--- src/rtl/branch_predictor.sv ---
// branch_predictor: gshare direction predictor with misprediction history restore and a one-cycle flush sequencer.
module branch_predictor #(
    parameter int PATTERN_WIDTH  = 4,
    parameter int INST_MEM_WIDTH = 14,
    parameter int STAT_WIDTH     = 32
) (
    input  logic                      clk,
    input  logic                      rst_n,
    input  logic                      lookup_valid,
    output logic                      lookup_ready,
    input  logic [INST_MEM_WIDTH-1:0] lookup_pc,
    output logic                      prediction,
    output logic [PATTERN_WIDTH-1:0]  pattern_out,
    input  logic                      commit_valid,
    input  logic [INST_MEM_WIDTH-1:0] commit_pc,
    input  logic [PATTERN_WIDTH-1:0]  commit_pattern,
    input  logic                      commit_taken,
    input  logic                      commit_failure,
    output logic                      flush,
    output logic [STAT_WIDTH-1:0]     branch_count,
    output logic [STAT_WIDTH-1:0]     miss_count
);
    localparam int PW = PATTERN_WIDTH;
    localparam int ENTRIES = 1 << PW;

    typedef enum logic {RUN, FLUSH} state_t;

    state_t        state, state_next;
    logic [1:0]    pht [ENTRIES];
    logic [PW-1:0] ghr, ghr_next, idx, train_idx;
    logic [1:0]    train_cnt, train_next;
    logic          fail, accept, unused_bits;

    assign idx          = lookup_pc[PW-1:0] ^ ghr;
    assign train_idx    = commit_pc[PW-1:0] ^ commit_pattern;
    assign prediction   = pht[idx][1];
    assign pattern_out  = ghr;
    assign flush        = state == FLUSH;
    assign lookup_ready = !flush;
    assign fail         = commit_valid && commit_failure;
    assign accept       = lookup_valid && lookup_ready;
    assign train_cnt    = pht[train_idx];
    assign unused_bits  = ^{lookup_pc[INST_MEM_WIDTH-1:PW], commit_pc[INST_MEM_WIDTH-1:PW]};

    always_comb begin
        state_next = state;
        state_next = (state == FLUSH) ? RUN : (fail ? FLUSH : RUN);
        // A failing commit restores history and wins over a same-cycle lookup shift
        ghr_next   = fail ? {commit_pattern[PW-2:0], commit_taken}
                          : (accept ? {ghr[PW-2:0], prediction} : ghr);
        train_next = commit_taken ? ((train_cnt == 2'b11) ? train_cnt : train_cnt + 2'd1)
                                  : ((train_cnt == 2'b00) ? train_cnt : train_cnt - 2'd1);
    end

    always_ff @(posedge clk) begin
        if (!rst_n) begin
            state        <= RUN;
            ghr          <= '0;
            branch_count <= '0;
            miss_count   <= '0;
            for (int i = 0; i < ENTRIES; i++) pht[i] <= 2'b01;
        end else begin
            state <= state_next;
            ghr   <= ghr_next;
            if (commit_valid) begin
                pht[train_idx] <= train_next;
                if (!(&branch_count)) branch_count <= branch_count + STAT_WIDTH'(1);
                if (commit_failure && !(&miss_count)) miss_count <= miss_count + STAT_WIDTH'(1);
            end
        end
    end
endmodule
--- config.mk ---
export PLATFORM = sky130hd
export DESIGN_NAME = branch_predictor
export DESIGN_NICKNAME = d
export VERILOG_FILES = /design/src/rtl/branch_predictor.sv
export SDC_FILE = /design/constraint.sdc
export NUM_CORES = 1
export LEC_CHECK = 0
export ABC_AREA = 1
export BUFFER_PORTS_ARGS = -buffer_cell sky130_fd_sc_hd__buf_2
export CAP_MARGIN = 20
export CORE_UTILIZATION = 57
export DETAILED_ROUTE_END_ITERATION = 8
export HOLD_SLACK_MARGIN = 0.15
export MAX_ROUTING_LAYER = met4
export PLACE_DENSITY = 0.91
export SETUP_SLACK_MARGIN = 0.3
export SYNTH_ARGS = -nofsm -noshare
export SYNTH_HDL_FRONTEND = slang
export SYNTH_SLANG_ARGS = --single-unit
--- constraint.sdc ---
create_clock -name clk -period 2.2 [get_ports clk]
set_input_delay 0.11 -clock clk [delete_from_list [all_inputs] [get_ports clk]]
set_output_delay 0.11 -clock clk [all_outputs]
set_load 0.02 [all_outputs]
==> flow_metrics.env <==
export IMPL_status="finished, final reports clean"
export IMPL_layout_common_cells="nand2_1 (289), nor2_1 (115), buf_2 (88), inv_1 (87), nand3_1 (74)"
export IMPL_power_density_nw_per_um2=506.7
export IMPL_tightestPinTransition_ns=0.5025
export IMPL_remaining_drc_errors=0
export IMPL_synth_top_area_cell="dfxtp_1"
export IMPL_io_buffer_count=88
export IMPL_hold_depth=5
export IMPL_cts_tree="yes"
export IMPL_multi_input_area_sq_um=3402
export IMPL_cts_root_buffer="clkbuf_8"
export IMPL_dieWidth_um=104.9
export IMPL_finalCriticalPeriod_ns=1.919
export IMPL_ir_drop_mv=0.3104
export IMPL_fill_cells=800
export IMPL_regArea_sq_um=2365
export IMPL_grt_ovfl_total=0
export IMPL_cp_arrival_ns=2.15
export IMPL_clkTransAtPathRegs_ns=0.10
export IMPL_crit_reg2reg_capture="branch_count[11]"
export IMPL_cts_buffers=9
export IMPL_htreeDepth=3
export IMPL_fin_setup_tns_ns=0
export IMPL_criticalPathCategory="register to register"
export IMPL_io_pins=109
export IMPL_place_gp_congestion=0.9868
export IMPL_antenna_cells=0
export IMPL_hold_violations=0
export IMPL_antenna_found_initial=0
export IMPL_ys_ff_latch=101
export IMPL_post_place_ws_ns=0.1182
export IMPL_postRouteAntennaNets=0
export IMPL_p_leak_nw=2.991
export IMPL_finalClockSkew_ns=0.009953
export IMPL_r2r_start="branch_count[25]"
export IMPL_synth_area_leaders="dfxtp_1 (23%), nand2_1 (19%), edfxtp_1 (16%)"
export IMPL_vias=6435
export IMPL_fp_dieH_um=104.9
export IMPL_slew_headroom_pct=66.42
export IMPL_drive_above_1_share_pct=20.31
export IMPL_cap_violations=0
export IMPL_synth_avg_cell_area_sq_um=6.703
export IMPL_netlist_instances=901
export IMPL_final_common_cell="nand2_1"
export IMPL_final_net_count=1059
export IMPL_yosys_cell_types_count=33
export IMPL_grt_first_pass_wirelength_um=26550
export IMPL_areaGrowthSynthToFinish_pct=21.84
export IMPL_dieArea_sq_um=11010
export IMPL_cp_start_kind="register"
export IMPL_synth_top_area_share_pct=22.87
export IMPL_row_count=37
export IMPL_grt_max_degree=29
export IMPL_grt_total_usage_pct=30.67
export IMPL_firstDrtPassIters=5
export IMPL_timing_final_ws_setup_ns=0.2813
export IMPL_synth_fp_nets=941
export IMPL_wire_per_inst_um=14.63
export IMPL_hold_start="commit_taken"
export IMPL_rsz0062_at_grt="yes"
export IMPL_cp_max_fo=10
export IMPL_synth_warnings=0
export IMPL_final_period_utilization_pct=87.22
export IMPL_ys_seq_area_share_pct=38.78
export IMPL_place_hpwl_um=11260
export IMPL_cp_end_kind="register"
export IMPL_rr_worst_depth=10
export IMPL_finalWirelength_um=16970
export IMPL_worstSkewPairLatency_ns=0.37
export IMPL_rrSetupSlack_ns=0.28
export IMPL_syn_area_sq_um=6040
export IMPL_clock_path_buffers=2
export IMPL_slew_viol_final=0
export IMPL_hold_path_class="primary input to register"
export IMPL_grt_pass1_vias=5765
export IMPL_max_clock_freq_mhz=521.2
export IMPL_start_util_pct=58.77
export IMPL_viasPerCell=5.547
export IMPL_cts_sinks=101
export IMPL_min_to="pattern_out[0]"
export IMPL_drt_iter0_drc=556
export IMPL_worstPathRequired_ns=2.43
export IMPL_setup_violations=0
export IMPL_core_sq_um=10280
final cells by class:
type                            instances  share of cell area [%]
Timing Repair Buffer                  129                   11.70
Sequential cell                       101                   32.14
Clock inverter                          6                  0.8672
Inverter                               92                   4.812
Timing Repair inverter                  2                  0.2040
Tap cell                              136                   2.313
Multi-Input combinational cell        684                   46.23
Clock buffer                           10                   1.734
power by group:
part | switching, mW | internal [mW] | total, mW
combinational | 0.387 | 0.193 | 0.580
sequential | 0.0263 | 1.95 | 1.98
clock | 0.647 | 0.525 | 1.17
total | 1.06 | 2.67 | 3.73
logic make-up (layout without fill, tap and decap cells):
group	Yosys count	count (layout)	synth area share [%]
buf+inv	116	239	7.789
fa+ha+maj	2	2	0.4143
compound gates	67	67	5.925
flops	101	101	38.78
simple gates	561	561	39.01
xor+xnor	54	54	8.080
metrics by stage:
step | power [mW] | util [%] | instances | hold WS [ns] | cell area [sq um]
final | 3.728 | 71.60 | 1160 | 0.1997 | 7358
after global routing | 3.861 | 71.60 | 1160 | 0.2161 | 7358
after CTS | 3.669 | 68.12 | 1144 | 0.1758 | 7000
after detailed placement | 2.502 | 64.69 | 1117 | 0.4130 | 6649
after global placement | 2.492 | 64.69 | 1117 | 0.4133 | 6649
after floorplan | 2.377 | - | 901 | 0.2801 | 6043
state kept, by name (all words and copies together), names as in the netlist:
name	count
pht	32
branch_count	32
pattern_out	4
flush	1
miss_count	32
how the worst max path moves through the flow:
stage	start	endpoint	slack (ns)
final	branch_count[25]	branch_count[11]	0.28
after global routing	branch_count[25]	branch_count[11]	0.22
after CTS	miss_count[4]	miss_count[1]	0.30
after detailed placement	branch_count[0]	branch_count[5]	0.12
after global placement	branch_count[0]	branch_count[5]	0.23
after floorplan	branch_count[1]	branch_count[31]	0.30
layer usage:
layer	share of wire (%)	up-vias	global-route usage, %
met2	48	336	50.52
met3	8.6	51	6.238
li1	-	3104	-
met4	2.6	0	10.76
met1	40	2944	37.42
met5	0	-	-
Yosys cell counts, drive strengths merged:
| cell type | n |
|---|---|
| a211oi | 1 |
| a21oi | 51 |
| a31oi | 3 |
| and3 | 2 |
| buf | 12 |
| clkbuf | 12 |
| dfxtp | 69 |
| edfxtp | 32 |
| ha | 2 |
| inv | 92 |
| nand2 | 303 |
| nand3 | 77 |
| nand3b | 2 |
| nand4 | 15 |
| nor2 | 130 |
| nor3 | 27 |
| nor3b | 4 |
| o21ai | 11 |
| o22ai | 1 |
| or2 | 1 |
| xnor2 | 23 |
| xor2 | 31 |
worst max-delay path, cell delays in order (launching register included):
cell	delay, ns
dfxtp_1	0.38
nand2_1	0.12
nor2_2	0.14
nand4_1	0.19
nor3_2	0.23
nand2_2	0.12
nand2_4	0.16
clkinvlp_4	0.11
buf_4	0.18
nand2_1	0.08
a21oi_1	0.07
what timing repair did:
action	CTS	global route
resized for setup	17	58
buffers inserted	2	12
endpoints found under the hold margin	5	0
gates cloned	2	4
endpoints found under the setup margin	36	61
pin swaps	0	11
hold buffers	7	0
Note: power is estimated with default switching activity, not from simulation.
